==> src/rtl/pulse_gen_pkg.sv <==
// Shared types and helpers for the pulse burst generator.
package pulse_gen_pkg;

    localparam int unsigned DEF_CNT_W = 16;

    // Cycle count at the default counter width.
    typedef logic [DEF_CNT_W-1:0] cyc_t;

    typedef enum logic [1:0] {
        IDLE  = 2'd0,
        DELAY = 2'd1,
        HIGH  = 2'd2,
        LOW   = 2'd3
    } pb_state_e;

    function automatic logic is_busy(pb_state_e s);
        return s != IDLE;
    endfunction

    // True when v is representable in w bits.
    function automatic logic fits_width(int unsigned v, int unsigned w);
        return (w >= 32) || ((v >> w) == 0);
    endfunction

endpackage

==> src/rtl/pulse_burst_gen_if.sv <==
// Control/status bundle of the pulse burst generator.
interface pulse_burst_gen_if;
    logic start;
    logic stop;
    logic out;
    logic busy;
    logic done;

    modport master (output start, output stop, input out, input busy, input done);
    modport slave  (input start, input stop, output out, output busy, output done);
endinterface

==> src/rtl/cyc_downcnt.sv <==
// Loadable down counter with zero flag, used to time each burst phase.
module cyc_downcnt #(
    parameter int unsigned W = 16
) (
    input  logic         clk,
    input  logic         rst,
    input  logic         load,
    input  logic         en,
    input  logic [W-1:0] load_val,
    output logic         zero
);

    logic [W-1:0] cnt;

    // Load wins over enable; the count parks at zero rather than wrapping.
    always_ff @(posedge clk or posedge rst) begin
        if (rst) begin
            cnt <= '0;
        end else if (load) begin
            cnt <= load_val;
        end else if (en && (cnt != '0)) begin
            cnt <= cnt - W'(1);
        end
    end

    assign zero = (cnt == '0);

endmodule

==> src/rtl/pulse_burst_gen.sv <==
// Burst generator: after a start, waits TD_CYC+1 clocks, then emits pulses
// of TW_CYC high within a TP_CYC period, N_PULSE times (or until stop).
module pulse_burst_gen
    import pulse_gen_pkg::*;
#(
    parameter int unsigned TD_CYC  = 1,
    parameter int unsigned TW_CYC  = 4,
    parameter int unsigned TP_CYC  = 8,
    parameter int unsigned N_PULSE = 0,
    parameter int unsigned CNT_W   = DEF_CNT_W
) (
    input logic              clk,
    input logic              rst,
    pulse_burst_gen_if.slave bus
);

    if (TW_CYC == 0 || TW_CYC >= TP_CYC) begin : g_bad_width
        $error("pulse_burst_gen: need 1 <= TW_CYC < TP_CYC (TW_CYC=%0d TP_CYC=%0d)",
               TW_CYC, TP_CYC);
    end
    if (!fits_width(TD_CYC, CNT_W) || !fits_width(TW_CYC, CNT_W) ||
        !fits_width(TP_CYC, CNT_W) || !fits_width(N_PULSE, CNT_W)) begin : g_bad_range
        $error("pulse_burst_gen: timing/count parameter does not fit in CNT_W=%0d bits",
               CNT_W);
    end

    typedef logic [CNT_W-1:0] cnt_t;

    // Phase counter runs down to zero, so each load is the phase length minus one
    // (DELAY is TD_CYC+1 clocks long, hence loaded with TD_CYC itself).
    localparam cnt_t TD_LD = cnt_t'(TD_CYC);
    localparam cnt_t HI_LD = cnt_t'(TW_CYC - 1);
    localparam cnt_t LO_LD = cnt_t'(TP_CYC - TW_CYC - 1);
    localparam cnt_t N_TGT = cnt_t'(N_PULSE);

    pb_state_e state, nxt;
    cnt_t      pulse_cnt, pulse_inc;
    cnt_t      ph_val;
    logic      ph_load, ph_en, ph_zero;
    logic      pc_clr, pc_inc, done_nxt;

    cyc_downcnt #(.W(CNT_W)) u_phase (
        .clk      (clk),
        .rst      (rst),
        .load     (ph_load),
        .en       (ph_en),
        .load_val (ph_val),
        .zero     (ph_zero)
    );

    assign pulse_inc = (pulse_cnt == '1) ? pulse_cnt : pulse_cnt + cnt_t'(1);

    // State register.
    always_ff @(posedge clk or posedge rst) begin
        if (rst) begin
            state <= IDLE;
        end else begin
            state <= nxt;
        end
    end

    // Next-state and phase-counter control.
    always_comb begin
        nxt      = state;
        ph_load  = 1'b0;
        ph_en    = 1'b0;
        ph_val   = '0;
        pc_clr   = 1'b0;
        pc_inc   = 1'b0;
        done_nxt = 1'b0;
        case (state)
            IDLE: begin
                if (bus.start && !bus.stop) begin
                    nxt     = DELAY;
                    ph_load = 1'b1;
                    ph_val  = TD_LD;
                    pc_clr  = 1'b1;
                end
            end
            DELAY: begin
                if (bus.stop) begin
                    nxt = IDLE;
                end else if (ph_zero) begin
                    nxt     = HIGH;
                    ph_load = 1'b1;
                    ph_val  = HI_LD;
                end else begin
                    ph_en = 1'b1;
                end
            end
            HIGH: begin
                if (bus.stop) begin
                    nxt = IDLE;
                end else if (ph_zero) begin
                    nxt     = LOW;
                    ph_load = 1'b1;
                    ph_val  = LO_LD;
                end else begin
                    ph_en = 1'b1;
                end
            end
            LOW: begin
                if (bus.stop) begin
                    nxt = IDLE;
                end else if (ph_zero) begin
                    pc_inc = 1'b1;
                    if (N_PULSE != 0 && pulse_inc == N_TGT) begin
                        nxt      = IDLE;
                        done_nxt = 1'b1;
                    end else begin
                        nxt     = HIGH;
                        ph_load = 1'b1;
                        ph_val  = HI_LD;
                    end
                end else begin
                    ph_en = 1'b1;
                end
            end
            default: nxt = IDLE;
        endcase
    end

    // Pulse counter, saturating so free-running bursts never wrap.
    always_ff @(posedge clk or posedge rst) begin
        if (rst) begin
            pulse_cnt <= '0;
        end else if (pc_clr) begin
            pulse_cnt <= '0;
        end else if (pc_inc) begin
            pulse_cnt <= pulse_inc;
        end
    end

    // Registered outputs, decoded from the next state.
    always_ff @(posedge clk or posedge rst) begin
        if (rst) begin
            bus.out  <= 1'b0;
            bus.busy <= 1'b0;
            bus.done <= 1'b0;
        end else begin
            bus.out  <= (nxt == HIGH);
            bus.busy <= is_busy(nxt);
            bus.done <= done_nxt;
        end
    end

endmodule

==> src/flat_wrapper.sv <==
// flat-port wrapper written by rule: the top's interface ports become plain ports
module pulse_burst_gen_flat import pulse_gen_pkg::*;
#(
    parameter int unsigned TD_CYC  = 1,
    parameter int unsigned TW_CYC  = 4,
    parameter int unsigned TP_CYC  = 8,
    parameter int unsigned N_PULSE = 0,
    parameter int unsigned CNT_W   = DEF_CNT_W
)
  (clk, rst, bus_start, bus_stop, bus_out, bus_busy, bus_done);
  pulse_burst_gen_if bus_i ();
  input logic clk;
  input logic rst;
  input wire logic [$bits(bus_i.start)-1:0] bus_start;
  input wire logic [$bits(bus_i.stop)-1:0] bus_stop;
  output wire logic [$bits(bus_i.out)-1:0] bus_out;
  output wire logic [$bits(bus_i.busy)-1:0] bus_busy;
  output wire logic [$bits(bus_i.done)-1:0] bus_done;
  assign bus_i.start = bus_start;
  assign bus_i.stop = bus_stop;
  assign bus_out = bus_i.out;
  assign bus_busy = bus_i.busy;
  assign bus_done = bus_i.done;
  pulse_burst_gen #(.TD_CYC(TD_CYC), .TW_CYC(TW_CYC), .TP_CYC(TP_CYC), .N_PULSE(N_PULSE), .CNT_W(CNT_W)) u_core (.clk(clk), .rst(rst), .bus(bus_i));
endmodule
==> config.mk <==
export PLATFORM = sky130hd
export DESIGN_NAME = pulse_burst_gen_flat
export DESIGN_NICKNAME = d
export VERILOG_FILES = /design/src/rtl/pulse_gen_pkg.sv /design/src/rtl/pulse_burst_gen_if.sv /design/src/rtl/cyc_downcnt.sv /design/src/rtl/pulse_burst_gen.sv /design/src/flat_wrapper.sv
export SDC_FILE = /design/constraint.sdc
export NUM_CORES = 1
export LEC_CHECK = 0
export ABC_AREA = 1
export BUFFER_PORTS_ARGS = -buffer_cell sky130_fd_sc_hd__clkbuf_2
export CAP_MARGIN = 20
export CORE_AREA = 5 5 51 53
export CTS_BUF_LIST = sky130_fd_sc_hd__clkbuf_4
export DETAILED_ROUTE_END_ITERATION = 12
export DIE_AREA = 0 0 56 58
export PLACE_DENSITY_LB_ADDON = 0.05
export SYNTH_ARGS = -nofsm -noshare
export SYNTH_HDL_FRONTEND = slang
export SYNTH_SLANG_ARGS = --single-unit
==> constraint.sdc <==
create_clock -name clk -period 1.71 [get_ports clk]
set_input_delay 0.0855 -clock clk [delete_from_list [all_inputs] [get_ports clk]]
set_output_delay 0.0855 -clock clk [all_outputs]
set_load 0.1 [all_outputs]
# Yosys cells after proc, flatten, opt, wreduce, memory -nomap -nowiden
# Index checks and enable logic that the tools add are counted.
dict set report word_totals {
  word_cells 38
  reg_bits 20
  output_inout_bits 3
}
dict set report op_classes {
  add_sub_neg 1
  n_reduce_logical 10
  muxes 19
  n_eq_ne 4
}
# cell count
set ops {}
lappend ops {{16-bit 2-to-1 mux} 3}
lappend ops {{16-bit one-hot mux with 2 select lines} 1}
lappend ops {{16-bit zero test} 1}
lappend ops {{16-bit nonzero test} 1}
lappend ops {{16-bit by 1-bit subtractor with 16-bit output (second input constant)} 1}
lappend ops {{2-bit 2-to-1 mux} 6}
lappend ops {{1-bit 2-to-1 mux} 7}
lappend ops {{2-bit == test (second input constant)} 3}
lappend ops {{2-bit one-hot mux with 3 select lines} 1}
lappend ops {{2-bit nonzero test} 2}
lappend ops {{3-bit OR reduction} 1}
lappend ops {{2-bit by 1-bit == test with 1-bit output (second input constant)} 1}
lappend ops {{1-bit logical AND} 2}
lappend ops {{2-bit zero test} 1}
lappend ops {{1-bit one-hot mux with 2 select lines} 1}
lappend ops {{2-bit OR reduction} 1}
lappend ops {{1-bit zero test} 1}

# Longest topological paths before layout
dict set report depth {
  ltp_word 7
  mapped_depth 9
}

# Modules after synthesis
# A second synthesis with hierarchy kept.
dict set report hier_totals {
  hier_cells 196
  hier_area_um2 1342.5
}
# module n_inst cells_each area_per_inst_um2
set modules_own_cells {}
lappend modules_own_cells {cyc_downcnt 1 170 1126.1}
lappend modules_own_cells {pulse_burst_gen 1 26 216.5}

# Least setup slack after synthesis
# OpenSTA, ideal clock, no wires.
dict set report synth_timing {
  path_kind {register to register}
  startpoint {register u_core.u_phase.cnt[0]}
  endpoint {register u_core.u_phase.cnt[14]}
  t_required_ps 1590
  t_arrival_ps 1236
  slack_ps 354
  setup_ps 120
  stages_incl_launch_ff 10
  path_cell_list {dfrtp_1 -> inv_1 -> ha_1 -> nand2_1 -> nor2_1 -> nand2_2 -> nand2_2 -> nand2_4 -> o21ai_0 -> nor2_1}
}
dict set report synth_between {
  elab_chain_cells 6
}
# item line
set synth_lines {}
lappend synth_lines {{from (decl)} cyc_downcnt.sv:13} ;# logic [W-1:0] cnt;
lappend synth_lines {{from (signal assigned)} cyc_downcnt.sv:20} ;# cnt <= load_val;
lappend synth_lines {{from (signal assigned)} cyc_downcnt.sv:22} ;# cnt <= cnt - W'(1);
lappend synth_lines {{branches (longest 6 deep; another with 16-bit by 1-bit subtractor with 16-bit output)} -}
# Several ways; the timed one is not identified. The select of a mux whose other input is x is not followed.
# A chain may end at the register's enable or synchronous reset.

# Worst setup path after layout
dict set report layout_timing {
  startpoint {register u_core.u_phase.cnt[0]}
  endpoint {register u_core.u_phase.cnt[12]}
}
# The elaborated chain is that of the path after synthesis.

==> flow_summary.ini <==
[status]
status = finished clean

[power_and_ir_drop]
power_leakage_nw = 0.703
pwr_density_cell_nw_per_um2 = 1740
vdd_ir_drop_max_mv = 0.976

[timing]
timing.final.max_slew_violations = 0
worst_margin_slew_ns = 0.539
setup_viol = 0
relSlewSlack_pct = 64.2
max_freq_mhz = 639
final.hold.worst_slack_ns = 0.224
clock-skew-final_ns = 0.00149
rsz0062_at_grt = no
layout_min_cycle_time_ns = 1.56
totalNegativeSetupSlack_ns = 0
fin_crit_sh_pct = 91.5
final_hold_viol_count = 0

[detailed_routing]
drt-initial-drc-count = 32
wl_per_cell_um = 11.3
totalWireLength_um = 2290
route.vias.total = 983
avg_vias_per_cell = 4.84
residual_drc = 0
drt_first_pass_iters = 4
antenna_violation_net_count_after_detailed_routing = 0

[setup_path]
crit-reg2reg-launch = u_core.u_phase.cnt[0]
maximum_fanout_along_the_worst_path = 7
cp.arrival_ns = 1.77
max_stage_delay_on_crit_path_ns = 0.42
timing.critical_path.required_ns = 1.92
crit_start = u_core.u_phase.cnt[0]
cp_capture_type = flip-flop
critPathSlowestCell = dfrtp_1
cp-start-kind = flip-flop
critPathKind = reg -> reg
critical_path.cell_chain = inv_1 -> ha_1 -> nand2_1 -> nor2_1 -> nand2_2 -> nand2_2 -> nand2_4 -> inv_2 -> nor2_1

[cells_and_area]
most-common-layout-cells = 40 x nand2_1, 30 x nor2_1, 26 x inv_1, 20 x dfrtp_1, 10 x nand3_1
count_of_fill_cells_added_during_filler_insertion = 195
syn2layout_area_growth_pct = 9.05
finalCoreUtilization_pct = 60.8
antenna_cells = 0
drive_above_1_share_pct = 12.6
final_nets = 181
final_common_cell = nand2_1

[clock_network]
clock-root-buffer = clkbuf_4
ctsResizeCount = 0
clkLatencyLatePin_ns = 0.30
cts_buffer_depth = 2
cts_tree = yes
cts_buffers = 3
cts_post_setup_buffers_inserted = 0
cts.hold.buffers_added = 2
htree_num_levels = 1
clk_pin_slew_worst_paths_ns = 0.11
tritoncts_num_sinks = 20

[yosys]
synth.lib_cells_used.distinct = 21
synthTopCellsByArea = dfrtp_1 43%, nand2_1 13%, nor2_1 9.6%
synth_top_cell_area_share_pct = 42.6
mappedNetlistArea_um2 = 1170
synth.yosys.seq_area_share_pct = 42.6
syn_avg_cell_area_um2 = 7.16
netlist_instances = 164
ys_ff_latch = 20
synth_warnings = 0
post_synthesis_net_count = 169
synth_largest_area_cell = dfrtp_1

[floorplanning]
initial_util_pct = 55.8
dieArea_um2 = 3250
core.rowCount = 17
floorplan.die.height_um = 58
core_area_um2 = 2110
die_x_um = 56
io_pins = 7

[flow_run]
cap_violations = 0

[placed_design]
dp_hpwl_um = 1720
buffer_ports.inserted = 5
gpl.final_weighted_congestion = 0.799

[global_route]
grt_start_max_net_pins = 21
first_global_vias = 926
overflow = 0
global_route.usage.total_pct = 16.9
grt_first_pass_wirelength_um = 4220
antenna_found_initial = 0

[worst_hold_path]
min_from = bus_start
hold_path_class = in -> reg
## state kept, by name (all words and copies together) (netlist names)
register            cells
u_core.bus.busy         1
u_core.bus.out          1
u_core.state            2
u_core.u_phase.cnt     16
## stage by stage
| stage | setup WS (ns) | std cells | area (um2) | total power, mW |
|---|---|---|---|---|
| global placement | 0.221 | 197 | 1230 | 1.98 |
| CTS | 0.153 | 203 | 1280 | 2.24 |
| finish | 0.146 | 203 | 1280 | 2.23 |
| detailed placement | 0.180 | 197 | 1230 | 2.00 |
| global route | 0.0127 | 203 | 1280 | 2.50 |
| floorplan | 0.354 | 164 | 1170 | 1.76 |
## kinds of logic after synthesis
logic type	synth area share (%)
AND/OR/NAND/NOR	37.2
flip-flops	42.6
buffers and inverters	9.58
XOR/XNOR	2.98
AO/OA/AOI/OAI	6.28
adder cells (fa/ha/maj)	1.06
other	0.319
## worst paths after layout
kind | endpoint | slack (ns) | cells after the start
worst max-delay path | u_core.u_phase.cnt[12] | 0.15 | 9
worst min-delay path | u_core.u_phase.cnt[15] | 0.22 | 6
worst max register to register | u_core.u_phase.cnt[12] | 0.15 | 9
worst min register to register | u_core.u_phase.cnt[15] | 0.57 | 2
max in group asynchronous | u_core.u_phase.cnt[14] | 1.20 | 4
min in group asynchronous | u_core.u_phase.cnt[7] | 0.31 | 4
## where the power goes
group | switching [mW] | total [mW] | internal, mW
Sequential | 0.153 | 0.778 | 0.625
Combinational | 0.825 | 1.22 | 0.394
Clock | 0.145 | 0.230 | 0.0853
Total | 1.12 | 2.23 | 1.10
## cell usage after synthesis
cell and number:
conb_1 1, nand2_2 3, nor3_1 1, inv_1 26
a31oi_1 1, inv_2 2, buf_4 1, nor2_4 3
o21ai_1 1, a21oi_1 4, xor2_1 4, o22ai_2 1
nand2_4 2, nor2_1 30, ha_1 1, nand2_1 40
nand4_1 5, nand3_1 10, dfrtp_1 20, o21ai_0 6
nor2_2 2
## layout make-up
type	instances	area, um2	share of cell area (%)
Multi-Input combinational cell	115	562	43.8
Timing Repair Buffer	8	52.6	4.10
Clock inverter	1	3.75	0.293
Clock buffer	3	22.5	1.76
Sequential cell	20	500	39.1
Inverter	28	105	8.20
Tap cell	28	35.0	2.73
## metal layers
layer,track usage [%],wire length [um],up-vias
met5,0,0,-
met4,9.15,57,0
met3,2.67,80,5
met2,27.0,1060,17
met1,22.0,1090,434
li1,-,-,527
## worst max-delay path, delay by kind of cell (launching register included)
kind                     cells  cell delay [ns]
flip-flops                   1             0.42
adder cells (fa/ha/maj)      1             0.19
AND/OR/NAND/NOR              6             0.64
buffers and inverters        2             0.22
No activity file was read; power rests on OpenSTA's default activity.
